==> src/rtl/serial_peer_pkg.sv <==
// serial_peer_pkg
// Shared definitions for the DMG link-cable peer model.
//   peer_state_t : transfer state (IDLE, LOADED, SHIFT)
//   SERIAL_BITS  : bits per transfer
//   IDLE_BYTE    : value shifted out when no byte is loaded (open line)
//   SYNC_STAGES  : depth of the pin synchronisers
package serial_peer_pkg;

  localparam int SERIAL_BITS = 8;
  localparam logic [SERIAL_BITS-1:0] IDLE_BYTE = 8'hFF;
  localparam int SYNC_STAGES = 2;

  typedef enum logic [1:0] {
    IDLE   = 2'd0,
    LOADED = 2'd1,
    SHIFT  = 2'd2
  } peer_state_t;

endpackage

==> src/rtl/serial_peer_clkgen.sv <==
// serial_peer_clkgen
// SCK generator used when the peer is the clock master.
// Produces 8 SCK pulses (low CLK_DIV cycles, then high CLK_DIV cycles) and
// one-cycle strobes that follow each internal falling and rising transition.
// Ports:
//   clk, nreset : system clock, asynchronous active-low reset
//   i_start     : begin a burst of 8 pulses (ignored while active)
//   o_sck       : generated SCK, idle high
//   o_sckOe     : high while the generator owns the SCK line
//   o_fall      : one-cycle strobe after SCK goes low
//   o_rise      : one-cycle strobe after SCK goes high
module serial_peer_clkgen
  import serial_peer_pkg::*;
#(
  parameter int CLK_DIV = 512
) (
  input  logic clk,
  input  logic nreset,
  input  logic i_start,
  output logic o_sck,
  output logic o_sckOe,
  output logic o_fall,
  output logic o_rise
);

  localparam int DIV_W = $clog2(CLK_DIV);
  localparam logic [DIV_W-1:0] DIV_LAST = DIV_W'(CLK_DIV - 1);

  logic             r_active;
  logic             r_sck;
  logic             r_oe;
  logic             r_fall;
  logic             r_rise;
  logic             r_finish;
  logic [DIV_W-1:0] r_div;
  logic [2:0]       r_pulseCnt;

  // The 8th rise sets r_finish; the line is released on the following
  // cycle, so sck_oe stays up for exactly one cycle of the last high phase.
  always_ff @(posedge clk or negedge nreset) begin
    if (!nreset) begin
      r_active   <= 1'b0;
      r_sck      <= 1'b1;
      r_oe       <= 1'b0;
      r_fall     <= 1'b0;
      r_rise     <= 1'b0;
      r_finish   <= 1'b0;
      r_div      <= '0;
      r_pulseCnt <= '0;
    end else begin
      r_fall <= 1'b0;
      r_rise <= 1'b0;
      if (!r_active) begin
        if (i_start) begin
          r_active   <= 1'b1;
          r_oe       <= 1'b1;
          r_sck      <= 1'b0;
          r_fall     <= 1'b1;
          r_div      <= '0;
          r_pulseCnt <= '0;
          r_finish   <= 1'b0;
        end
      end else if (r_finish) begin
        r_active   <= 1'b0;
        r_oe       <= 1'b0;
        r_finish   <= 1'b0;
        r_div      <= '0;
        r_pulseCnt <= '0;
      end else if (r_div == DIV_LAST) begin
        r_div <= '0;
        r_sck <= ~r_sck;
        if (r_sck) begin
          r_fall <= 1'b1;
        end else begin
          r_rise <= 1'b1;
          if (r_pulseCnt == 3'(SERIAL_BITS - 1)) begin
            r_finish <= 1'b1;
          end else begin
            r_pulseCnt <= r_pulseCnt + 3'd1;
          end
        end
      end else begin
        r_div <= r_div + DIV_W'(1);
      end
    end
  end

  assign o_sck   = r_sck;
  assign o_sckOe = r_oe;
  assign o_fall  = r_fall;
  assign o_rise  = r_rise;

endmodule

==> src/rtl/serial_link_peer.sv <==
// serial_link_peer
// Far end of the DMG link cable. Exchanges one byte per transfer with the DMG
// serial port, MSB first: sout is updated on falling SCK, sin is sampled on
// rising SCK. In slave mode it follows the DMG's SCK through a synchroniser;
// in master mode it drives SCK itself via serial_peer_clkgen.
// Ports:
//   clk, nreset       : system clock, asynchronous active-low reset
//   mode_master       : 1 = peer generates SCK (latched when a byte is loaded)
//   sck_in            : SCK pin as seen by the peer
//   sck_out, sck_oe   : generated SCK (idle high) and its drive enable
//   sin, sout         : data from DMG SOUT / data to DMG SIN (idle high)
//   tx_data/valid/ready : byte to send, handshake
//   rx_data, rx_valid : last received byte, one-cycle update pulse
//   busy              : transfer in progress
//   timeout_err       : sticky slave timeout flag (only with the macro below)
// Build option: define SERIAL_PEER_TIMEOUT_EN to abort a stalled slave
// transfer after TIMEOUT cycles without an SCK edge.
module serial_link_peer
  import serial_peer_pkg::*;
#(
  parameter int CLK_DIV = 512,
  parameter int TIMEOUT = 65536
) (
  input  logic                   clk,
  input  logic                   nreset,
  input  logic                   mode_master,
  input  logic                   sck_in,
  output logic                   sck_out,
  output logic                   sck_oe,
  input  logic                   sin,
  output logic                   sout,
  input  logic [SERIAL_BITS-1:0] tx_data,
  input  logic                   tx_valid,
  output logic                   tx_ready,
  output logic [SERIAL_BITS-1:0] rx_data,
  output logic                   rx_valid,
  output logic                   busy
`ifdef SERIAL_PEER_TIMEOUT_EN
  ,
  output logic                   timeout_err
`endif
);

  peer_state_t r_state;
  peer_state_t w_nextState;

  logic                   r_master;
  logic [SERIAL_BITS-1:0] r_txSr;
  logic [SERIAL_BITS-1:0] r_rxSr;
  logic [2:0]             r_bitCnt;
  logic                   r_sout;
  logic [SERIAL_BITS-1:0] r_rxData;
  logic                   r_rxValid;

  // Index 0..SYNC_STAGES-1 is the synchroniser, the extra top flop is only
  // used for edge detection.
  logic [SYNC_STAGES:0]   r_sckSync;
  logic [SYNC_STAGES-1:0] r_sinSync;

  logic       w_syncFall;
  logic       w_syncRise;
  logic       w_genFall;
  logic       w_genRise;
  logic       w_genStart;
  logic       w_fall;
  logic       w_rise;
  logic       w_sinSample;
  logic       w_txHandshake;
  logic [3:0] w_cntSum;
  logic       w_carry;
  logic       w_done;
  logic       w_timeout;

  // Pin synchronisers; both reset to the idle-high line level so that
  // leaving reset never looks like an edge.
  always_ff @(posedge clk or negedge nreset) begin
    if (!nreset) begin
      r_sckSync <= '1;
      r_sinSync <= '1;
    end else begin
      r_sckSync <= {r_sckSync[SYNC_STAGES-1:0], sck_in};
      r_sinSync <= {r_sinSync[SYNC_STAGES-2:0], sin};
    end
  end

  assign w_syncFall = r_sckSync[SYNC_STAGES] & ~r_sckSync[SYNC_STAGES-1];
  assign w_syncRise = ~r_sckSync[SYNC_STAGES] & r_sckSync[SYNC_STAGES-1];

  serial_peer_clkgen #(
    .CLK_DIV(CLK_DIV)
  ) u_clkgen (
    .clk    (clk),
    .nreset (nreset),
    .i_start(w_genStart),
    .o_sck  (sck_out),
    .o_sckOe(sck_oe),
    .o_fall (w_genFall),
    .o_rise (w_genRise)
  );

  // In master mode the internal strobes already line up with the generated
  // clock, so raw sin is sampled rather than the synchronised copy.
  assign w_fall      = r_master ? w_genFall : w_syncFall;
  assign w_rise      = r_master ? w_genRise : w_syncRise;
  assign w_sinSample = r_master ? sin : r_sinSync[SYNC_STAGES-1];

  assign w_txHandshake = tx_valid && (r_state == IDLE);
  assign w_cntSum      = {1'b0, r_bitCnt} + 4'd1;
  assign w_carry       = w_cntSum[3];
  assign w_done        = (r_state == SHIFT) && w_rise && w_carry;

`ifdef SERIAL_PEER_TIMEOUT_EN
  localparam int TO_W = $clog2(TIMEOUT + 1);

  logic [TO_W-1:0] r_toCnt;
  logic            r_timeoutErr;
  logic            w_slaveWait;
  logic            w_anyEdge;

  assign w_slaveWait = !r_master && ((r_state == LOADED) || (r_state == SHIFT));
  assign w_anyEdge   = w_syncFall | w_syncRise;
  assign w_timeout   = w_slaveWait && !w_anyEdge && (r_toCnt == TO_W'(TIMEOUT - 1));

  // Idle-time counter, restarted by every SCK edge while a slave transfer
  // is pending or running.
  always_ff @(posedge clk or negedge nreset) begin
    if (!nreset) begin
      r_toCnt <= '0;
    end else if (!w_slaveWait || w_anyEdge) begin
      r_toCnt <= '0;
    end else begin
      r_toCnt <= r_toCnt + TO_W'(1);
    end
  end

  // Sticky error flag; the next accepted byte clears it.
  always_ff @(posedge clk or negedge nreset) begin
    if (!nreset) begin
      r_timeoutErr <= 1'b0;
    end else if (w_timeout) begin
      r_timeoutErr <= 1'b1;
    end else if (w_txHandshake) begin
      r_timeoutErr <= 1'b0;
    end
  end

  assign timeout_err = r_timeoutErr;
`else
  logic w_unusedTimeout;
  assign w_unusedTimeout = (TIMEOUT > 0);
  assign w_timeout       = 1'b0;
`endif

  always_ff @(posedge clk or negedge nreset) begin
    if (!nreset) begin
      r_state <= IDLE;
    end else begin
      r_state <= w_nextState;
    end
  end

  // Master transfers leave LOADED unconditionally: the generator is started
  // in that cycle and its first strobe arrives once we are in SHIFT.
  always_comb begin
    w_nextState = r_state;
    unique case (r_state)
      IDLE: begin
        if (w_txHandshake) begin
          w_nextState = LOADED;
        end else if (!mode_master && w_syncFall) begin
          w_nextState = SHIFT;
        end
      end
      LOADED: begin
        if (w_timeout) begin
          w_nextState = IDLE;
        end else if (r_master || w_fall) begin
          w_nextState = SHIFT;
        end
      end
      SHIFT: begin
        if (w_timeout || w_done) begin
          w_nextState = IDLE;
        end
      end
      default: w_nextState = IDLE;
    endcase
  end

  always_comb begin
    tx_ready   = 1'b0;
    busy       = 1'b0;
    w_genStart = 1'b0;
    unique case (r_state)
      IDLE:    tx_ready   = 1'b1;
      LOADED:  w_genStart = r_master;
      SHIFT:   busy       = 1'b1;
      default: tx_ready   = 1'b0;
    endcase
  end

  // Shift datapath. A falling edge always presents the current MSB, so the
  // first falling edge of a transfer re-drives bit 7 already on sout.
  always_ff @(posedge clk or negedge nreset) begin
    if (!nreset) begin
      r_master  <= 1'b0;
      r_txSr    <= IDLE_BYTE;
      r_rxSr    <= IDLE_BYTE;
      r_bitCnt  <= '0;
      r_sout    <= 1'b1;
      r_rxData  <= '0;
      r_rxValid <= 1'b0;
    end else begin
      r_rxValid <= 1'b0;
      case (r_state)
        IDLE: begin
          if (w_txHandshake) begin
            r_txSr   <= tx_data;
            r_sout   <= tx_data[SERIAL_BITS-1];
            r_master <= mode_master;
            r_bitCnt <= '0;
          end else if (!mode_master && w_syncFall) begin
            r_txSr   <= {IDLE_BYTE[SERIAL_BITS-2:0], 1'b1};
            r_sout   <= IDLE_BYTE[SERIAL_BITS-1];
            r_master <= 1'b0;
            r_bitCnt <= '0;
          end
        end
        LOADED: begin
          if (w_timeout) begin
            r_sout   <= 1'b1;
            r_txSr   <= IDLE_BYTE;
            r_bitCnt <= '0;
          end else if (!r_master && w_fall) begin
            r_sout <= r_txSr[SERIAL_BITS-1];
            r_txSr <= {r_txSr[SERIAL_BITS-2:0], 1'b1};
          end
        end
        SHIFT: begin
          if (w_timeout) begin
            r_sout   <= 1'b1;
            r_txSr   <= IDLE_BYTE;
            r_bitCnt <= '0;
          end else if (w_fall) begin
            r_sout <= r_txSr[SERIAL_BITS-1];
            r_txSr <= {r_txSr[SERIAL_BITS-2:0], 1'b1};
          end else if (w_rise) begin
            r_rxSr   <= {r_rxSr[SERIAL_BITS-2:0], w_sinSample};
            r_bitCnt <= w_cntSum[2:0];
            if (w_carry) begin
              r_rxData  <= {r_rxSr[SERIAL_BITS-2:0], w_sinSample};
              r_rxValid <= 1'b1;
              r_sout    <= 1'b1;
              r_bitCnt  <= '0;
            end
          end
        end
        default: begin
          r_sout <= 1'b1;
        end
      endcase
    end
  end

  assign sout     = r_sout;
  assign rx_data  = r_rxData;
  assign rx_valid = r_rxValid;

endmodule

==> config.mk <==
export PLATFORM = sky130hd
export DESIGN_NAME = serial_link_peer
export DESIGN_NICKNAME = d
export VERILOG_FILES = /design/src/rtl/serial_peer_pkg.sv /design/src/rtl/serial_peer_clkgen.sv /design/src/rtl/serial_link_peer.sv
export SDC_FILE = /design/constraint.sdc
export NUM_CORES = 1
export LEC_CHECK = 0
export BUFFER_PORTS_ARGS = -buffer_cell sky130_fd_sc_hd__buf_2
export CAP_MARGIN = 40
export CELL_PAD_IN_SITES_DETAIL_PLACEMENT = 0
export CELL_PAD_IN_SITES_GLOBAL_PLACEMENT = 1
export CORE_ASPECT_RATIO = 1.1
export CORE_MARGIN = 2
export CORE_UTILIZATION = 29
export DETAILED_ROUTE_END_ITERATION = 16
export PLACE_DENSITY = 0.57
export SLEW_MARGIN = 20
export SYNTH_ARGS = -nofsm -noshare
export SYNTH_HDL_FRONTEND = slang
export SYNTH_SLANG_ARGS = --single-unit
==> constraint.sdc <==
create_clock -name clk -period 4.21 [get_ports clk]
set_clock_uncertainty 0.05 [all_clocks]
set_input_delay 0.2105 -clock clk [delete_from_list [all_inputs] [get_ports clk]]
set_output_delay 0.2105 -clock clk [all_outputs]
set_load 0.03 [all_outputs]
==> results.sh, run 1 <==
export IMPL_status="completed"
export IMPL_synth_nets=250
export IMPL_ys_warn_count=0
export IMPL_slew_headroom_pct=58.1
export IMPL_worst_path_most_repeated_cell="and3_1"
export IMPL_combPwrFrac_pct=33.6
export IMPL_netlist_area_um2=2560
export IMPL_grt_pass1_wl_um=8110
export IMPL_dieArea_um2=9580
export IMPL_first_iter_violations=25
export IMPL_synthTopCellsByCount="32 x dfrtp_1, 22 x dfstp_2, 20 x nand2_1"
export IMPL_cp_end_kind="flop"
export IMPL_slew_viol_final=0
export IMPL_drcViolationCount=0
export IMPL_fmax_mhz=404
export IMPL_dp_cells=358
export IMPL_antenna_found_initial=0
export IMPL_start_kind="flop"
export IMPL_clockBufferDepth=2
export IMPL_diodes=0
export IMPL_hold_path_class="in -> reg"
export IMPL_setup_violations=0
export IMPL_post_route_util_pct=34.7
export IMPL_crit_type="reg -> reg"
export IMPL_switchingPower_mw=0.592
export IMPL_seqPwrFrac_pct=46.7
export IMPL_power_density_nw_per_um2=550
export IMPL_cts_buffers=5
export IMPL_drive_above_1_share_pct=31.4
export IMPL_cp_arrival_ps=2670
export IMPL_worstPathMaxFanout=7
export IMPL_io_buffers=27
export IMPL_yosysMostFrequentCell="dfrtp_1"
export IMPL_slowest_stage="or3b_2"
export IMPL_die_y_um=102
export IMPL_internal_power_mw=1.02
export IMPL_htree_levels=2
export IMPL_ir_drop_v=0.000244
export IMPL_synth_yosys_seq_area_share_pct=53.9
export IMPL_tns_ps=0
export IMPL_swShare_pct=36.7
export IMPL_ys_flop_type="dfrtp_1"
export IMPL_avgRoutedWirePerCell_um=13.2
export IMPL_gr_total_overflow=0
export IMPL_synthTopCellsByArea="dfrtp_1 31%, dfstp_2 23%, mux2_2 7.0%"
export IMPL_hold_violations=0
export IMPL_num_vias=1720
export IMPL_coreArea_um2=8450
export IMPL_synth_largest_area_cell="dfrtp_1"
export IMPL_nNetsFinal=281
export IMPL_area_growth_synth_to_final_pct=14.7
export IMPL_globalplace_congestion=0.707
export IMPL_finalCritPeriodShare_pct=58.8
export IMPL_cts_resized=0
export IMPL_drtAntennaViolNets=0
export IMPL_power_leakage_nw=1.42
export IMPL_ys_ff_latch=54
export IMPL_slowest_delay_ps=540
export IMPL_worstPathRequired_ps=4410
export IMPL_routed_wl_um=4860
export IMPL_maxCapViolations=0
export IMPL_track_usage_pct=10.7
export IMPL_dr_pass1_iters=4
export IMPL_path_buf_inv=0
export IMPL_rsz0062_at_grt="no"
export IMPL_clk_latency_ps=320
export IMPL_cp_cell_sequence="ha_1 -> and3_1 -> and3_1 -> and3_1 -> ha_1 -> or3b_2 -> a31oi_1 -> o21ai_0 -> o21ai_0"
export IMPL_io_pins=28
export IMPL_tritoncts="done"
export IMPL_worstMarginPinSlew_ps=629
export IMPL_async_flop_share_pct=100
export IMPL_synth_edf_count=0
export IMPL_postSynthCellCount=226
export IMPL_cts_root_buf="clkbuf_8"
export IMPL_grt_pass1_vias=1686
export IMPL_num_rows=35
export IMPL_ys_types=45
export IMPL_layoutNonFillerInstCount=369
export IMPL_pwr_share_clk_pct=19.8
export IMPL_cp_top_family="simple AND/OR/NAND/NOR gates"
export IMPL_clk_pin_slew_ps=110
export IMPL_finalCriticalPeriod_ps=2480
export IMPL_cts_sinks=54
export IMPL_holdWs_ps=106
export IMPL_avgSynthCellArea_um2=11.3
export IMPL_initial_utilization_pct=30.2
export IMPL_hpwlAfterDp_um=3420
export IMPL_die_w_um=93.5
export IMPL_synth_top_area_share_pct=31.3
export IMPL_grt_max_degree=29
export IMPL_vias_per_cell=4.66
## logic make-up (layout without fill, tap and decap cells)
| logic type | Yosys count | in the layout | synth area share, % |
|---|---|---|---|
| buf+inv | 21 | 53 | 3.48 |
| flops | 54 | 54 | 53.9 |
| compound gates | 50 | 50 | 12.2 |
| mux | 27 | 27 | 11.7 |
| simple gates | 62 | 62 | 13.1 |
| fa+ha+maj | 10 | 10 | 4.89 |
| xor+xnor | 2 | 2 | 0.685 |
## metal layers
metal  wire length, µm  GRT usage (%)  up-vias
li1                  -              -      864
met1              2330           14.1      829
met2              2290           17.2       21
met3               167           2.65        6
met4                77           4.07        0
met5                 0              0        -
## cells in the final DEF, fill, tap and decap left out, types with 3 or more instances in the layout
cell type       n
dfrtp_1        32
nand2_1        20
mux2_2         16
dlygate4sd3_1   3
clkbuf_8        5
a21oi_1         9
buf_2          27
a22o_1          5
nor3b_1         4
inv_1          13
a31oi_1         3
nand2b_1        3
ha_1           10
o22ai_1         9
o21ai_0        16
mux2i_1         9
nand3_1         3
dfstp_2        22
and3_1          4
nor2_1          9
## area by class of cell
| type | instances | area [µm²] |
|---|---|---|
| clock buffers | 5 | 68.8 |
| clock inverters | 3 | 28.8 |
| fillers | 852 | 5520 |
| inverters | 13 | 48.8 |
| multi-input cells | 151 | 1090 |
| flip-flops and latches | 54 | 1380 |
| well taps | 111 | 139 |
| repair buffers | 32 | 180 |
## power groups by stage
stage                     Sequential [mW]  Clock [mW]  Combinational [mW]
after floorplan                     0.733           0               0.456
after global placement              0.763           0               0.542
after detailed placement            0.763           0               0.548
after CTS                           0.753       0.337               0.554
after global routing                0.770       0.351               0.611
final                               0.752       0.319               0.541
## worst min-delay path: stages
cell and delay [ps]:
buf_2 110, inv_1 40, a31oi_1 70
## through the flow
stage | worst slack (ps) | total power [mW] | cell area (µm²)
after CTS | 1740 | 1.64 | 2930
final | 1730 | 1.61 | 2930
after global routing | 1560 | 1.73 | 2930
after floorplan | 1860 | 1.19 | 2560
after detailed placement | 1760 | 1.31 | 2810
after global placement | 1800 | 1.30 | 2810
## registers in the layout, summed over array words and instances (netlist names), 2 cells and up
name / cells
r_bitCnt: 3
r_rxSr: 7
r_sckSync: 3
r_sinSync: 2
r_state: 2
r_txSr: 8
rx_data: 8
u_clkgen.r_div: 9
u_clkgen.r_pulseCnt: 3
## path summary, 6_finish.rpt
check                                              start                             to  slack (ps)  cells past startpoint
max                        u_clkgen.r_div[0]$_DFFE_PN0P_  u_clkgen.r_div[6]$_DFFE_PN0P_        1730                      9
min                                          mode_master           r_master$_DFFE_PN0P_         110                      3
max reg2reg                u_clkgen.r_div[0]$_DFFE_PN0P_  u_clkgen.r_div[6]$_DFFE_PN0P_        1730                      9
min reg2reg                       r_sinSync[0]$_DFF_PN1_         r_sinSync[1]$_DFF_PN1_         320                      0
max in group asynchronous                         nreset          r_txSr[2]$_DFFE_PN1P_        2890                      3
min in group asynchronous                         nreset         r_state[0]$_DFFE_PN0P_         400                      2
## what timing repair did
item | CTS | global route
hold buffers | 3 | 0
endpoints found under the hold margin | 22 | 0
setup buffers | 0 | 0
Note: power is estimated with default switching activity, not from simulation.
==> inputs of run 2 (changes only) <==
Settings changed: ABC_AREA set to 1, PLACE_DENSITY 0.57 to 0.59.
Clock period 4.21 ns to 2.3 ns, I/O delays scaled along.
==> results.sh, run 2 <==
export IMPL_crit_end="u_clkgen.r_pulseCnt[0]$_DFFE_PN0P_"
export IMPL_dieArea_um2=10300
export IMPL_clk_pin_slew_ps=100
export IMPL_worstPathRequired_ps=2480
export IMPL_final_cell_mix="92 x nand2_1, 37 x inv_1, 32 x dfrtp_1"
export IMPL_slew_viol_final=0
export IMPL_gr_total_overflow=0
export IMPL_initial_utilization_pct=29.6
export IMPL_worstMarginPinSlew_ps=485
export IMPL_ys_flop_type="dfrtp_1"
export IMPL_wl_met1_um=2790
export IMPL_avgRoutedWirePerCell_um=12.2
export IMPL_synth_largest_area_cell="dfrtp_1"
export IMPL_clk_latency_ps=310
export IMPL_routed_wl_um=5770
export IMPL_dr_pass1_iters=4
export IMPL_ir_drop_v=0.000408
export IMPL_power_leakage_nw=1.61
export IMPL_hpwlAfterDp_um=4130
export IMPL_htree_levels=2
export IMPL_diodes=0
export IMPL_final_fill_count=1006
export IMPL_timing_rr_end="u_clkgen.r_pulseCnt[0]$_DFFE_PN0P_"
export IMPL_drive_above_1_share_pct=21.3
export IMPL_status="completed"
export IMPL_async_flop_share_pct=100
export IMPL_coreArea_um2=9310
export IMPL_tns_ps=0
export IMPL_nNetsFinal=379
export IMPL_setup_violations=0
export IMPL_hold_violations=0
export IMPL_synth_nets=347
export IMPL_ys_types=32
export IMPL_netlist_area_um2=2750
export IMPL_crit_type="reg -> reg"
export IMPL_tritoncts="done"
export IMPL_first_iter_violations=95
export IMPL_postSynthCellCount=323
export IMPL_slew_headroom_pct=67.6
export IMPL_top_layer="met4"
export IMPL_cts_buffers=5
export IMPL_rr_worst_depth=12
export IMPL_clockBufferDepth=2
export IMPL_rsz0062_at_grt="no"
export IMPL_r2r_slack_ps=330
export IMPL_power_density_nw_per_um2=1180
export IMPL_cts_sinks=54
export IMPL_cp_arrival_ps=2150
export IMPL_grt_max_degree=55
export IMPL_synth_yosys_seq_area_share_pct=50.1
export IMPL_drtAntennaViolNets=0
export IMPL_fmax_mhz=508
export IMPL_cts_setup_buffers=0
export IMPL_regToRegStartpoint="u_clkgen.r_div[0]$_DFFE_PN0P_"
export IMPL_io_buffers=27
export IMPL_synthTopCellsByArea="dfrtp_1 29%, dfstp_2 21%, nand2_1 13%"
export IMPL_start_kind="flop"
export IMPL_avgSynthCellArea_um2=8.52
export IMPL_vias_per_cell=4.62
export IMPL_wl_met2_um=2690
export IMPL_cts_root_buf="clkbuf_8"
export IMPL_synth_top_area_share_pct=29.1
export IMPL_num_vias=2183
export IMPL_grt_pass1_vias=2065
export IMPL_power_mw=3.73
export IMPL_finalCritPeriodShare_pct=85.5
export IMPL_drcViolationCount=0
export IMPL_track_usage_pct=11.9
export IMPL_io_pins=28
export IMPL_synthTopCellsByCount="92 x nand2_1, 37 x inv_1, 32 x dfrtp_1"
export IMPL_maxCapViolations=0
export IMPL_antenna_found_initial=0
export IMPL_regMostFlops="u_clkgen.r_div"
export IMPL_cp_end_kind="flop"
export IMPL_ys_warn_count=0
export IMPL_grt_pass1_wl_um=10000
export IMPL_die_w_um=96.9
export IMPL_wl_met3_um=223
export IMPL_largest_reg_flops=9
export IMPL_hold_path_class="in -> reg"
export IMPL_globalplace_congestion=0.773
export IMPL_synth_edf_count=0
export IMPL_cp_startpoint="u_clkgen.r_div[0]$_DFFE_PN0P_"
export IMPL_num_rows=37
export IMPL_ys_ff_latch=54
export IMPL_yosysMostFrequentCell="nand2_1"
export IMPL_area_growth_synth_to_final_pct=14.5
export IMPL_finalCriticalPeriod_ps=1970
export IMPL_layout_commonest_cell="nand2_1"
export IMPL_worstPathMaxFanout=5
export IMPL_die_y_um=106
-- run 2: metrics by stage --
step,hold WS (ps),instance area [µm²],instances,utilization [%],setup slack (ps)
2_1_floorplan,-231,2750,323,-,533
5_1_grt,48.8,3150,473,33.9,96.0
3_3_place_gp,92.3,3010,462,32.3,365
4_1_cts,58.0,3150,473,33.8,240
6_report,67.0,3150,473,33.9,333
3_5_place_dp,94.5,3010,462,32.3,248
-- run 2: cell families after synthesis --
family	share of synthesized area (%)
compound gates	10.0
fa+ha+maj	4.55
flops	50.1
buf+inv	7.32
simple gates	28.0
-- run 2: critical path: stages (launching register included) --
cell     delay [ps]
dfrtp_1         410
ha_1            200
nand3_1         100
nor2_1          130
inv_1            70
nor2_1          140
ha_1            220
nor2_1           50
nand2_1          70
nand2_1         110
inv_1           150
nand4_1         100
o21ai_0          80
-- run 2: layout make-up --
type / count / area, µm² / share of cell area (%)
inverter: 39 / 146 / 4.64
clock inverter: 2 / 37.5 / 1.19
clock buffer: 6 / 72.6 / 2.30
timing repair buffer: 32 / 193 / 6.11
tap: 117 / 146 / 4.64
sequential: 54 / 1380 / 43.7
multi-input combinational: 223 / 1180 / 37.4
-- run 2: how the worst min path moves through the flow --
stage / from / to / slack (ps) / cells past startpoint
after floorplan: nreset / r_bitCnt[0]$_DFFE_PN0P_ / -230 / 0
after global placement: nreset / r_state[0]$_DFFE_PN0P_ / 90 / 2
after detailed placement: nreset / r_state[0]$_DFFE_PN0P_ / 90 / 2
after CTS: mode_master / r_master$_DFFE_PN0P_ / 60 / 3
after global routing: mode_master / r_master$_DFFE_PN0P_ / 50 / 3
final: mode_master / r_master$_DFFE_PN0P_ / 70 / 3
-- run 2: report_power, final --
group	switching [mW]	total, mW	internal, mW	leakage, nW
clock	0.322	0.648	0.325	0.0514
combinational	1.06	1.58	0.512	0.904
sequential	0.184	1.51	1.33	0.650
-- run 2: metal layers --
layer  vias up  track usage [%]
li1       1117                -
met1      1024             16.0
met2        36             19.2
met3         6             2.89
met4         0             3.02
met5         -                0
-- run 2: repair_timing --
action,in CTS,in global routing
endpoints found under the setup margin,0,3
resized for setup,0,1
hold buffers,3,0
hold endpoints to repair,34,0
==> inputs of run 3 (changes only) <==
Settings changed: CELL_PAD_IN_SITES_DETAIL_PLACEMENT 0 to unset, CELL_PAD_IN_SITES_GLOBAL_PLACEMENT 1 to unset, PLACE_DENSITY 0.59 to 0.48.
==> results.sh, run 3 (same netlist as run 2, synthesis figures left out) <==
export IMPL_slowest_stage="dfrtp_1"
export IMPL_internal_power_mw=2.17
export IMPL_gr_total_overflow=0
export IMPL_power_density_nw_per_um2=1180
export IMPL_drtAntennaViolNets=0
export IMPL_die_y_um=106
export IMPL_num_vias=2161
export IMPL_coreArea_um2=9310
export IMPL_cts_buffers=5
export IMPL_die_w_um=96.9
export IMPL_rsz0062_at_grt="no"
export IMPL_rr_worst_depth=11
export IMPL_htree_levels=2
export IMPL_grt_pass1_wl_um=9870
export IMPL_dieArea_um2=10300
export IMPL_power_leakage_nw=1.61
export IMPL_maxCapViolations=0
export IMPL_grt_pass1_vias=2121
export IMPL_seqPwrFrac_pct=40.7
export IMPL_slowest_delay_ps=410
export IMPL_layout_commonest_cell="nand2_1"
export IMPL_slew_headroom_pct=68.7
export IMPL_cp_startpoint="u_clkgen.r_div[0]$_DFFE_PN0P_"
export IMPL_globalplace_congestion=0.739
export IMPL_num_rows=37
export IMPL_r2r_slack_ps=270
export IMPL_clk_latency_ps=310
export IMPL_final_fill_count=984
export IMPL_worstPathRequired_ps=2440
export IMPL_setup_violations=0
export IMPL_crit_type="reg -> reg"
export IMPL_start_kind="flop"
export IMPL_io_buffers=27
export IMPL_timing_rr_end="u_clkgen.r_pulseCnt[1]$_DFFE_PN0P_"
export IMPL_vias_per_cell=4.55
export IMPL_finalCritPeriodShare_pct=88.2
export IMPL_io_pins=28
export IMPL_crit_end="u_clkgen.r_pulseCnt[1]$_DFFE_PN0P_"
export IMPL_clockBufferDepth=2
export IMPL_switchingPower_mw=1.56
export IMPL_dp_cells=464
export IMPL_cp_arrival_ps=2170
export IMPL_status="completed"
export IMPL_antenna_found_initial=0
export IMPL_cts_root_buf="clkbuf_8"
export IMPL_first_iter_violations=55
export IMPL_cp_cell_sequence="ha_1 -> nand3_1 -> nor2_1 -> inv_1 -> nor2_1 -> ha_1 -> nor2_1 -> nand2_1 -> nand2_1 -> nor3_1 -> o21ai_0"
export IMPL_tns_ps=0
export IMPL_largest_reg_flops=9
export IMPL_layoutNonFillerInstCount=475
export IMPL_fmax_mhz=493
export IMPL_diodes=0
export IMPL_swShare_pct=41.8
export IMPL_regToRegStartpoint="u_clkgen.r_div[0]$_DFFE_PN0P_"
export IMPL_hpwlAfterDp_um=4170
export IMPL_hold_path_class="in -> reg"
export IMPL_combPwrFrac_pct=42.1
export IMPL_routed_wl_um=5550
export IMPL_worstMarginPinSlew_ps=469
export IMPL_ir_drop_v=0.000376
export IMPL_drcViolationCount=0
export IMPL_pwr_share_clk_pct=17.3
export IMPL_grt_max_degree=31
export IMPL_worstPathMaxFanout=5
export IMPL_clk_pin_slew_ps=100
export IMPL_nNetsFinal=381
export IMPL_min_from="mode_master"
export IMPL_slew_viol_final=0
export IMPL_worst_path_most_repeated_cell="nor2_1"
export IMPL_track_usage_pct=11.5
export IMPL_finalCriticalPeriod_ps=2030
export IMPL_cts_sinks=54
export IMPL_cts_resized=0
export IMPL_drive_above_1_share_pct=21.8
export IMPL_dr_pass1_iters=4
export IMPL_cp_end_kind="flop"
export IMPL_tritoncts="done"
export IMPL_initial_utilization_pct=29.6
export IMPL_avgRoutedWirePerCell_um=11.7
export IMPL_final_cell_mix="92 x nand2_1, 37 x inv_1, 32 x dfrtp_1"
export IMPL_hold_violations=0
export IMPL_area_growth_synth_to_final_pct=14.5
export IMPL_regMostFlops="u_clkgen.r_div"
==> run 3: cell types whose count changed in the layout (fill, tap and decap cells not counted) <==
| cell | previous run | this run |
|---|---|---|
| buf_12 | 1 | 0 |
| buf_4 | 1 | 4 |
| clkbuf_1 | 1 | 0 |
| clkinvlp_4 | 1 | 2 |
| nor3_1 | 1 | 2 |
| nor3_2 | 1 | 0 |
==> run 3: worst min-delay path by stage <==
stage / end / slack (ps) / depth (start not counted)
floorplan: r_bitCnt[0]$_DFFE_PN0P_ / -230 / 0
global placement: r_state[0]$_DFFE_PN0P_ / 90 / 2
detailed placement: r_state[0]$_DFFE_PN0P_ / 90 / 2
CTS: r_master$_DFFE_PN0P_ / 70 / 3
global route: r_master$_DFFE_PN0P_ / 70 / 3
finish: r_master$_DFFE_PN0P_ / 70 / 3
==> run 3: layout make-up <==
type	count	area, µm²	share of cell area (%)
clock buffers	5	68.8	2.18
flip-flops and latches	54	1380	43.7
well taps	117	146	4.64
clock inverters	3	45.0	1.43
multi-input cells	223	1170	37.2
inverters	39	146	4.64
repair buffers	34	195	6.19
==> run 3: what timing repair did <==
| item | CTS | global route |
|---|---|---|
| hold buffers | 3 | 0 |
| buffers inserted | 0 | 0 |
| endpoints found under the hold margin | 34 | 0 |
==> run 3: metrics by stage <==
| step | instance area [µm²] | setup WS, ps | power (mW) | util (%) | hold slack (ps) |
|---|---|---|---|---|---|
| global placement | 3010 | 382 | 3.10 | 32.3 | 85.0 |
| detailed placement | 3010 | 289 | 3.12 | 32.3 | 87.7 |
| global route | 3150 | 27.0 | 4.08 | 33.9 | 68.7 |
| floorplan | 2750 | 533 | 2.74 | - | -231 |
| finish | 3150 | 272 | 3.73 | 33.9 | 74.0 |
| CTS | 3150 | 257 | 3.78 | 33.9 | 71.7 |
==> run 3: worst max-delay path, delay by kind of cell (launching register included) <==
| kind | cells | cell delay (ps) |
|---|---|---|
| buf+inv | 1 | 70 |
| simple gates | 7 | 830 |
| compound gates | 1 | 120 |
| flops | 1 | 410 |
| fa+ha+maj | 2 | 420 |
==> run 3: power by group through the flow <==
stage / registers [mW] / clock network [mW] / logic [mW]
detailed placement: 1.53 / 0 / 1.59
global placement: 1.52 / 0 / 1.58
global route: 1.57 / 0.704 / 1.81
CTS: 1.52 / 0.675 / 1.59
finish: 1.52 / 0.643 / 1.57
floorplan: 1.52 / 0 / 1.22
==> run 3: routing by layer <==
metal	wire length (µm)	share of wire [%]	track usage (%)	up-vias
met5	0	0	0	-
met4	71	1.3	3.02	0
met3	209	3.8	2.56	8
met2	2520	46	19.2	35
met1	2740	49	15.2	990
li1	-	-	-	1128
